==> config.mk <==
export PLATFORM = sky130hd
export DESIGN_NAME = frame_sequencer
export DESIGN_NICKNAME = d
export VERILOG_FILES = /design/src/rtl/mfcc_pkg.sv /design/src/rtl/sample_skid_buffer.sv /design/src/rtl/frame_sequencer.sv
export SDC_FILE = /design/constraint.sdc
export NUM_CORES = 1
export LEC_CHECK = 0
export ABC_AREA = 1
export CAP_MARGIN = 20
export CORE_UTILIZATION = 45
export DETAILED_ROUTE_END_ITERATION = 8
export PLACE_DENSITY = 0.81
export SYNTH_ARGS = -nofsm -noshare
export SYNTH_HDL_FRONTEND = slang
export SYNTH_SLANG_ARGS = --single-unit
==> constraint.sdc <==
create_clock -name clk -period 7.13 [get_ports clk]
set_input_delay 1.426 -clock clk [delete_from_list [all_inputs] [get_ports clk]]
set_output_delay 1.426 -clock clk [all_outputs]
set_load 0.01 [all_outputs]
==> src/rtl/mfcc_pkg.sv <==
// rtl/mfcc_pkg.sv - shared sequencer state type and frame-count width for the MFCC front end
package mfcc_pkg;

  localparam int FRAME_CNT_W = 16;

  typedef enum logic [2:0] {
    S_IDLE        = 3'd0,
    S_WAIT_WIN    = 3'd1,
    S_STREAM      = 3'd2,
    S_DRAIN       = 3'd3,
    S_MOVE        = 3'd4,
    S_WAIT_REFILL = 3'd5
  } state_t;

endpackage

==> src/rtl/sample_skid_buffer.sv <==
// rtl/sample_skid_buffer.sv - 2-entry output FIFO between window reads and the downstream stream
module sample_skid_buffer #(
  parameter int W = 18
) (
  input  logic         clk,
  input  logic         rst,
  input  logic         i_valid,
  input  logic [W-1:0] i_data,
  output logic         o_valid,
  output logic [W-1:0] o_data,
  input  logic         i_ready,
  output logic [1:0]   o_count
);

  logic [W-1:0] r_mem [2];
  logic         r_wr_ptr;
  logic         r_rd_ptr;
  logic [1:0]   r_count;
  logic         w_push;
  logic         w_pop;

  assign o_valid = (r_count != 2'd0);
  assign w_pop   = o_valid && i_ready;
  assign w_push  = i_valid && ((r_count != 2'd2) || w_pop);
  // Head is forced to zero when empty so a cleared buffer shows all-zero data.
  assign o_data  = o_valid ? r_mem[r_rd_ptr] : '0;
  assign o_count = r_count;

  always_ff @(posedge clk or posedge rst) begin
    if (rst) begin
      r_mem[0] <= '0;
      r_mem[1] <= '0;
      r_wr_ptr <= 1'b0;
      r_rd_ptr <= 1'b0;
      r_count  <= 2'd0;
    end else begin
      if (w_push) begin
        r_mem[r_wr_ptr] <= i_data;
        r_wr_ptr        <= ~r_wr_ptr;
      end
      if (w_pop) begin
        r_rd_ptr <= ~r_rd_ptr;
      end
      r_count <= r_count + {1'b0, w_push} - {1'b0, w_pop};
    end
  end

endmodule

==> src/rtl/frame_sequencer.sv <==
// rtl/frame_sequencer.sv - reads one frame from the window buffer, streams it out, then shifts the window (FRAME_SEQUENCER_STATS_EN adds counters)
module frame_sequencer
  import mfcc_pkg::*;
#(
  parameter int WIDTH      = 16,
  parameter int FRAME_SIZE = 400,
  parameter int ADDR_W     = 10,
  parameter int MAX_FRAMES = 0
) (
  input  logic                   clk,
  input  logic                   rst,
  input  logic                   enable_i,
  input  logic                   window_valid_i,
  output logic                   start_move_o,
  output logic                   rd_en_o,
  output logic [ADDR_W-1:0]      rd_addr_o,
  input  logic [WIDTH-1:0]       rd_data_i,
  output logic [WIDTH-1:0]       sample_o,
  output logic                   sample_valid_o,
  input  logic                   sample_ready_i,
  output logic                   frame_first_o,
  output logic                   frame_last_o,
`ifdef FRAME_SEQUENCER_STATS_EN
  output logic [FRAME_CNT_W-1:0] frame_count_o,
  output logic [31:0]            stall_cycles_o,
`endif
  output logic                   busy_o
);

  localparam logic [ADDR_W-1:0]      LAST_ADDR   = ADDR_W'(FRAME_SIZE - 1);
  localparam logic [FRAME_CNT_W-1:0] FRAME_LIMIT = FRAME_CNT_W'(MAX_FRAMES);

  state_t                 r_state;
  logic [ADDR_W-1:0]      r_addr;
  logic [FRAME_CNT_W-1:0] r_frame_cnt;
  logic                   r_inflight;
  logic                   r_infl_first;
  logic                   r_infl_last;
  logic                   r_seen_low;
  logic                   w_limit;
  logic                   w_go;
  logic                   w_pop;
  logic [1:0]             w_occ;
  logic [2:0]             w_pending;
  logic [WIDTH+1:0]       w_head;

  assign w_limit = (MAX_FRAMES != 0) && (r_frame_cnt == FRAME_LIMIT);
  assign w_go    = enable_i && !w_limit;
  assign w_pop   = sample_valid_o && sample_ready_i;

  // A slot freed by this cycle's pop counts as free, which is what sustains 1 sample/cycle.
  assign w_pending    = {1'b0, w_occ} - {2'b0, w_pop} + {2'b0, r_inflight};
  assign rd_en_o      = (r_state == S_STREAM) && (w_pending < 3'd2);
  assign rd_addr_o    = r_addr;
  assign start_move_o = (r_state == S_MOVE);
  assign busy_o       = (r_state != S_IDLE);
  assign {frame_first_o, frame_last_o, sample_o} = w_head;

  sample_skid_buffer #(
    .W(WIDTH + 2)
  ) u_skid (
    .clk     (clk),
    .rst     (rst),
    .i_valid (r_inflight),
    .i_data  ({r_infl_first, r_infl_last, rd_data_i}),
    .o_valid (sample_valid_o),
    .o_data  (w_head),
    .i_ready (sample_ready_i),
    .o_count (w_occ)
  );

  always_ff @(posedge clk or posedge rst) begin
    if (rst) begin
      r_state      <= S_IDLE;
      r_addr       <= '0;
      r_frame_cnt  <= '0;
      r_inflight   <= 1'b0;
      r_infl_first <= 1'b0;
      r_infl_last  <= 1'b0;
      r_seen_low   <= 1'b0;
    end else begin
      r_inflight <= rd_en_o;
      if (rd_en_o) begin
        r_infl_first <= (r_addr == '0);
        r_infl_last  <= (r_addr == LAST_ADDR);
      end
      case (r_state)
        S_IDLE: begin
          if (w_go) r_state <= S_WAIT_WIN;
        end
        S_WAIT_WIN: begin
          if (window_valid_i) begin
            r_state <= S_STREAM;
            r_addr  <= '0;
          end
        end
        S_STREAM: begin
          if (rd_en_o) begin
            if (r_addr == LAST_ADDR) r_state <= S_DRAIN;
            else                     r_addr  <= r_addr + 1'b1;
          end
        end
        S_DRAIN: begin
          if (w_pop && frame_last_o) r_state <= S_MOVE;
        end
        S_MOVE: begin
          r_seen_low <= 1'b0;
          if (r_frame_cnt != '1) r_frame_cnt <= r_frame_cnt + 1'b1;
          r_state <= S_WAIT_REFILL;
        end
        S_WAIT_REFILL: begin
          // The shifted window must be seen invalid before a new valid counts as a refill.
          if (!window_valid_i)  r_seen_low <= 1'b1;
          else if (r_seen_low)  r_state    <= w_go ? S_WAIT_WIN : S_IDLE;
        end
        default: r_state <= S_IDLE;
      endcase
    end
  end

`ifdef FRAME_SEQUENCER_STATS_EN
  logic [31:0] r_stall;

  always_ff @(posedge clk or posedge rst) begin
    if (rst) begin
      r_stall <= '0;
    end else if (sample_valid_o && !sample_ready_i && (r_stall != '1)) begin
      r_stall <= r_stall + 1'b1;
    end
  end

  assign frame_count_o  = r_frame_cnt;
  assign stall_cycles_o = r_stall;
`endif

endmodule

Word level (Yosys, flattened, before mapping)
Cells that the tools add are included.
{"block": "word_totals", "reg_bits": 57, "in_bits": 21, "word_cells": 77}
{"block": "classes", "addsub": 5, "magnitude_cmp": 4, "eq_ne": 16, "n_mux": 22, "bitwise": 4, "n_reduce_logical": 15}
{"operator": "$mux W18", "n": 5}
{"operator": "$bwmux W36", "n": 1}
{"operator": "$mux W10", "n": 3}
{"operator": "$mux W3", "n": 7}
{"operator": "$pmux W10 S2", "n": 1}
{"operator": "$demux W18 S1", "n": 1}
{"operator": "$ne A2 B2 Y1 const B", "n": 9}
{"operator": "$pmux W3 S6", "n": 1}
{"operator": "$add A10 B1 Y10 const B", "n": 1}
{"operator": "$eq A10 B9 Y1 const B", "n": 1}
{"operator": "$logic_not A10 Y1", "n": 1}
{"operator": "$reduce_and A7 Y1", "n": 1}
{"operator": "$eq A3 B2 Y1 const B", "n": 2}
{"operator": "$eq A3 B3 Y1 const B", "n": 2}
{"operator": "$reduce_bool A2 Y1", "n": 3}
{"operator": "$logic_and A1 B1 Y1", "n": 5}
{"operator": "$ge A2 B2 Y1 const B", "n": 2}
{"operator": "$not A1 Y2", "n": 2}
{"operator": "$reduce_and A4 Y1", "n": 1}
{"operator": "$add A3 B1 Y3", "n": 1}
{"operator": "$eq A3 B1 Y1 const B", "n": 1}
{"operator": "$logic_not A3 Y1", "n": 1}
{"operator": "$lt A3 B2 Y1 const B", "n": 1}
{"operator": "$reduce_bool A3 Y1", "n": 1}
{"operator": "other kinds (10)", "n": 12}

Depth between registers and ports, before layout
Gate-level depths: netlist (run 1).
{"block": "logic_depth", "ltp_word": 8, "ltp_mapped": 18, "mapped_depth_nobuf": 18}

By module
Synthesis (run 1) repeated with hierarchy kept, for this count alone.
{"block": "unflattened", "hier_cells": 425, "area_unflattened_um2": 3268.1}
{"module": "sample_skid_buffer", "instances": 1, "cells_each": 244, "area_per_inst_um2": 2067.0, "seq_area_each_um2": 1001.0}
{"module": "frame_sequencer", "instances": 1, "cells_each": 181, "area_per_inst_um2": 1201.2, "seq_area_each_um2": 425.4}

Least setup slack after synthesis (run 1)
No wires, ideal clock.
{"block": "synth_path", "path_kind": "in2out", "from": "in sample_ready_i", "to": "out rd_en_o", "t_arrival_ps": 2759, "setup_slack_ps": 2945, "path_stages": 8, "n_path_buf": 0, "cell_sequence": "inv_1 -> nor2_1 -> ha_1 -> inv_1 -> nand2_1 -> fa_1 -> nand3_1 -> nor2_4"}
{"block": "synth_via", "elab_chain_len": 5}
{"item": "start, declared", "line_no": "frame_sequencer.sv:20", "source": "input logic sample_ready_i,"}
{"item": "$logic_and A1 B1 Y1"}
{"item": "named net u_skid.w_pop", "line_no": "sample_skid_buffer.sv:20", "source": "logic w_pop;"}
{"item": "$sub A2 B1 Y3", "line_no": "frame_sequencer.sv:52", "source": "assign w_pending = {1'b0, w_occ} - {2'b0, w_pop} + {2'b0, r_inflight};"}
{"item": "$add A3 B1 Y3", "line_no": "frame_sequencer.sv:52"}
{"item": "$lt A3 B2 Y1", "line_no": "frame_sequencer.sv:53", "source": "assign rd_en_o = (r_state == S_STREAM) && (w_pending < 3'd2);"}
{"item": "$logic_and A1 B1 Y1", "line_no": "frame_sequencer.sv:53"}
{"item": "end, declared", "line_no": "frame_sequencer.sv:15", "source": "output logic rd_en_o,"}
The timed path passes the listed nets, and every way through them passes these cells.

Final worst setup path (run 1)
Ends and elaborated chain as after synthesis.

==> results of run 1 <==
[power by group]
part           total, W  leakage (nW)  switching, W  internal (W)
Sequential     0.000526         0.734     0.0000866      0.000439
Clock          0.000296        0.0953      0.000127      0.000169
Combinational  0.000620         0.963      0.000347      0.000273
Total           0.00144          1.79      0.000561      0.000882
[how the worst max path moves through the flow]
| stage | cells past startpoint | slack, ns | endpoint | from |
|---|---|---|---|---|
| floorplan | 8 | 2.95 | rd_en_o | sample_ready_i |
| global placement | 10 | 1.82 | rd_en_o | sample_ready_i |
| detailed placement | 10 | 1.80 | rd_en_o | sample_ready_i |
| CTS | 10 | 1.77 | rd_en_o | sample_ready_i |
| global route | 11 | 1.60 | rd_en_o | sample_ready_i |
| finish | 10 | 1.78 | rd_en_o | sample_ready_i |
[critical path: cells and delay by family]
| family | cells | cell delay [ns] |
|---|---|---|
| AND/OR/NAND/NOR | 4 | 0.56 |
| adder cells (fa/ha/maj) | 2 | 0.77 |
| buffers and inverters | 4 | 1.16 |
[through the flow]
step,hold WS (ns),worst slack [ns],cells,total power (W)
CTS,0.490,1.77,506,0.00145
finish,0.488,1.78,507,0.00144
global route,0.508,1.60,507,0.00157
floorplan,0.453,2.95,375,0.000919
detailed placement,0.473,1.80,490,0.00115
global placement,0.465,1.82,490,0.00113
[cell usage after synthesis, types with 2 or more instances]
| cell type | count | area (um^2) |
|---|---|---|
| nand2_1 | 128 | 480 |
| dfrtp_1 | 57 | 1430 |
| o21ai_0 | 50 | 250 |
| inv_1 | 48 | 180 |
| nand3_1 | 25 | 125 |
| a21oi_1 | 18 | 90.1 |
| nor2_1 | 8 | 30.0 |
| buf_2 | 6 | 30.0 |
| clkbuf_1 | 5 | 18.8 |
| ha_1 | 5 | 62.6 |
| xor2_1 | 3 | 26.3 |
| clkinv_1 | 2 | 7.51 |
| nor2_2 | 2 | 12.5 |
| nor3_1 | 2 | 10.0 |
| o21ai_2 | 2 | 17.5 |
| or2_2 | 2 | 12.5 |
[cells by family after synthesis]
family / Yosys count / synth area share (%)
XOR/XNOR: 3 / 0.908
adder cells (fa/ha/maj): 6 / 2.85
AND/OR/NAND/NOR: 173 / 24.9
flip-flops: 57 / 49.3
AO/OA/AOI/OAI: 72 / 12.9
buffers and inverters: 64 / 9.08
[cell type report]
type                       instances  area [um^2]  share of cell area (%)
clock buffer                      11          141                    3.87
inverter                          51          191                    5.24
timing repair buffer              54          543                    14.9
tap                               75         93.8                    2.57
sequential                        57         1430                    39.0
clock inverter                     5         55.1                    1.51
multi-input combinational        254         1200                    33.0
[routing by layer]
layer	share of wire (%)	vias up	routed length, um
li1	-	1283	-
met1	45	1212	2740
met2	49	71	3000
met3	6.0	5	366
met4	0.65	0	40
met5	0	-	0
[flip-flops by register name, indices dropped and copies added (netlist names)]
signal,flops
r_state,3
u_skid.r_wr_ptr,1
u_skid.r_rd_ptr,1
rd_addr_o,10
u_skid.r_mem,36
u_skid.o_count,2
r_infl_last,1
r_infl_first,1
r_inflight,1
r_seen_low,1
==> results_dict.tcl, run 1 <==
set metrics [dict create \
    syn_area_um2 2890 \
    period_needed_ns 5.35 \
    grt_use_total_pct 20.4 \
    utilization_pct 60.3 \
    end_kind "output port" \
    seq_area_frac_synth_pct 49.3 \
    max-slew-margin-rel_pct 30.2 \
    period_share_pct 75.0 \
    synthArstFlopShare_pct 100 \
    cts-root-buf "clkbuf_8" \
    peakVddDrop_uv 239 \
    cts_tree "built" \
    status "complete, no violations" \
    power_density_nw_per_um2 395 \
    drive_gt1_share_pct 6.94 \
    vias 2571 \
    top_usage_layer "met2" \
    cts_sinks 57 \
    avgSynthCellArea_um2 7.72 \
    first_pass_iters 4 \
    tightest_slew_ns 1.04 \
    post-route-drc-count 0 \
    cts_resized 0 \
    crit_path_top_delay_cell "clkdlybuf4s50_1" \
    synthFlopType "dfrtp_1" \
    r2r_start "u_skid.o_count[1]" \
    r2r_end "r_state[1]" \
    drtIter0Drc 173 \
    mostFrequentLayoutCells "128 x nand2_1, 57 x dfrtp_1, 52 x clkdlybuf4s50_1" \
    overflow 0 \
    ys_types 28 \
    cts_buffers 9 \
    routabilityCongestion 0.858 \
    worst_hold_path_type "reg -> reg" \
    max-cap-violations 0 \
    finClkSkew_ns 0.00785 \
    tns_ns 0 \
    place_area_um2 3440 \
    critPathKind "in -> out" \
    core.rowCount 28 \
    crit_arrival_ns 3.92 \
    antenna_cells 0 \
    ys_ff_latch 57 \
    final_area_um2 3660 \
    netlist_instances 375 \
    postCtsHoldBufs 0 \
    hold_depth 2 \
    fill_cells 559 \
    io_pins 53 \
    final_nets 454 \
    io_buffers 52 \
    gr-usage-met3_pct 7.69 \
    finalSetupViolations 0 \
    viasPerCell 5.07 \
    core-area_um2 6060 \
    dp_hpwl_um 3940 \
    start_util_pct 47.7 \
    die_area_um2 6760 \
    hp-start "u_skid.r_mem[18]" \
    clockBufferDepth 2 \
    routed_wl_um 6140 \
    finalMaxSlewViolations 0 \
    wl_per_cell_um 12.1 \
    use_met2_pct 34.6 \
    area_growth_pct 26.3 \
    syn_nets 402 \
    rsz0062_at_grt "false" \
    post_cts_buffers 0 \
    use_met1_pct 23.4 \
    yosys_warnings 0 \
    antenna_found_initial 0 \
    die_h_um 82.2 \
    r2r_slack_ns 3.88 \
    clk_pin_slew_ns 0.06 \
    htree_num_levels 3 \
    grt_pass1_wl_um 10200 \
    ant_nets 0 \
    crit_fanout 6 \
    critPathRequiredTime_ns 5.70 \
    cp-start-kind "input port" \
    rr_worst_depth 15 \
    die_w_um 82.2 \
    hold_violations 0 \
    fmax_mhz 187 \
    cpPeakStageDelay_ns 0.57 \
    grt_max_degree 58 \
    layout_commonest_cell "nand2_1" \
    power.leakage_nw 1.79 \
    holdPathEnd "u_skid.r_mem[18]" \
    insertion_delay_ns 0.34 \
    worstPathCellList "clkdlybuf4s50_1 -> inv_1 -> nor2_1 -> ha_1 -> inv_1 -> nand2_1 -> fa_1 -> nand3_1 -> nor2_4 -> clkdlybuf4s50_1" \
    synth_edf_count 0 \
    grt_pass1_vias 2394 \
]
(Power assumes the default switching activity.)
==> run 2, diff against run 1 <==
==> constraint.sdc (replaced) <==
create_clock -name clk -period 5.2 [get_ports clk]
set_input_delay 1.04 -clock clk [delete_from_list [all_inputs] [get_ports clk]]
set_output_delay 1.04 -clock clk [all_outputs]
set_load 0.01 [all_outputs]
==> results_dict.tcl, run 2 (synthesis results as in run 1) <==
set metrics [dict create \
    status "complete, no violations" \
    post-route-drc-count 0 \
    hold_violations 0 \
    max-cap-violations 0 \
    final_nets 455 \
    drive_gt1_share_pct 7.16 \
    finalMaxSlewViolations 0 \
    tightest_slew_ns 1.03 \
    cts-root-buf "clkbuf_8" \
    largest_register_ffs 36 \
    grt_max_degree 39 \
    first_pass_iters 4 \
    tns_ns 0 \
    start_util_pct 47.7 \
    total_power_w 0.00212 \
    vias 2510 \
    crit_start "sample_ready_i" \
    fill_cells 536 \
    layout_commonest_cell "nand2_1" \
    power.leakage_nw 1.84 \
    cts_sinks 57 \
    cts_buffers 9 \
    routabilityCongestion 0.860 \
    period_share_pct 87.8 \
    overflow 0 \
    hp-start "u_skid.r_mem[1]" \
    period_needed_ns 4.57 \
    io_pins 53 \
    area_growth_pct 29.1 \
    grt_pass1_wl_um 10200 \
    htree_num_levels 3 \
    finClkSkew_ns 0.00504 \
    fmax_mhz 219 \
    post_cts_buffers 0 \
    viasPerCell 4.94 \
    crit_fanout 6 \
    power_density_nw_per_um2 566 \
    critPathKind "in -> out" \
    final.setup.worst_slack_ns 0.635 \
    cts_tree "built" \
    drtIter0Drc 119 \
    core.rowCount 28 \
    critPathRequiredTime_ns 4.16 \
    grt_pass1_vias 2382 \
    insertion_delay_ns 0.33 \
    clockBufferDepth 2 \
    mostFrequentLayoutCells "128 x nand2_1, 57 x dfrtp_1, 52 x clkdlybuf4s50_1" \
    top_register "u_skid.r_mem" \
    postCtsHoldBufs 0 \
    ant_nets 0 \
    die_area_um2 6760 \
    antenna_found_initial 0 \
    wl_per_cell_um 11.8 \
    cp-start-kind "input port" \
    grt_use_total_pct 20.2 \
    cts_resized 0 \
    max-slew-margin-rel_pct 31.4 \
    rsz0062_at_grt "false" \
    preCtsSetupSlack_ns 0.634 \
    place_area_um2 3450 \
    io_buffers 52 \
    final_area_um2 3740 \
    core-area_um2 6060 \
    clk_pin_slew_ns 0.06 \
    r2r_start "u_skid.o_count[1]" \
    dp_hpwl_um 4040 \
    worst_hold_path_type "reg -> reg" \
    crit_arrival_ns 3.53 \
    die_h_um 82.2 \
    peakVddDrop_uv 309 \
    utilization_pct 61.7 \
    routed_wl_um 6010 \
    end_kind "output port" \
    die_w_um 82.2 \
    finalSetupViolations 0 \
    antenna_cells 0 \
]
run 2: changes by cell type in the layout (fill, tap and decap cells not counted), sizes merged:
cell      change
clkinvlp      -2
buf           +1
clkbuf        -1
bufinv        +3
run 2: cell type report:
cell class	instances	area, um^2	area share (%)
inverters	51	191	5.12
repair buffers	55	563	15.1
well taps	75	93.8	2.51
multi-input cells	254	1200	32.2
flip-flops and latches	57	1430	38.2
clock inverters	6	130	3.48
clock buffers	10	128	3.41
run 2: worst paths after layout:
path	endpoint	slack (ns)	cells after the start
max	rd_en_o	0.63	10
min	u_skid.r_mem[1]	0.49	2
max reg2reg	r_state[0]	2.57	15
min reg2reg	u_skid.r_mem[1]	0.49	2
max in group asynchronous	u_skid.r_mem[32]	3.35	3
min in group asynchronous	rd_addr_o[2]	1.02	2
run 2: metrics by stage:
| stage | std cells | hold slack [ns] |
|---|---|---|
| 4_1_cts | 507 | 0.489 |
| 3_3_place_gp | 491 | 0.465 |
| 6_report | 508 | 0.486 |
| 2_1_floorplan | 375 | 0.453 |
| 5_1_grt | 508 | 0.514 |
| 3_5_place_dp | 491 | 0.472 |
run 2: routing by layer:
metal  vias to the layer above  track usage, %  routed length, um
met5                         -               0                  0
met4                         0            8.95                 99
met3                         9            5.71                314
met2                        63            33.6               2830
met1                      1147            24.2               2770
li1                       1291               -                  -
run 2: report_power, final:
part / internal (W) / switching [W] / total (W)
Clock: 0.000365 / 0.000175 / 0.000540
Sequential: 0.000603 / 0.000122 / 0.000724
Combinational: 0.000383 / 0.000469 / 0.000851
run 2: worst max-delay path: stages:
cell and delay, ns:
clkdlybuf4s50_1 0.48, inv_1 0.06, nor2_1 0.18, ha_1 0.26, inv_1 0.07, nand2_1 0.06, fa_1 0.48, nand3_1 0.14
nor2_4 0.18, clkdlybuf4s50_1 0.57
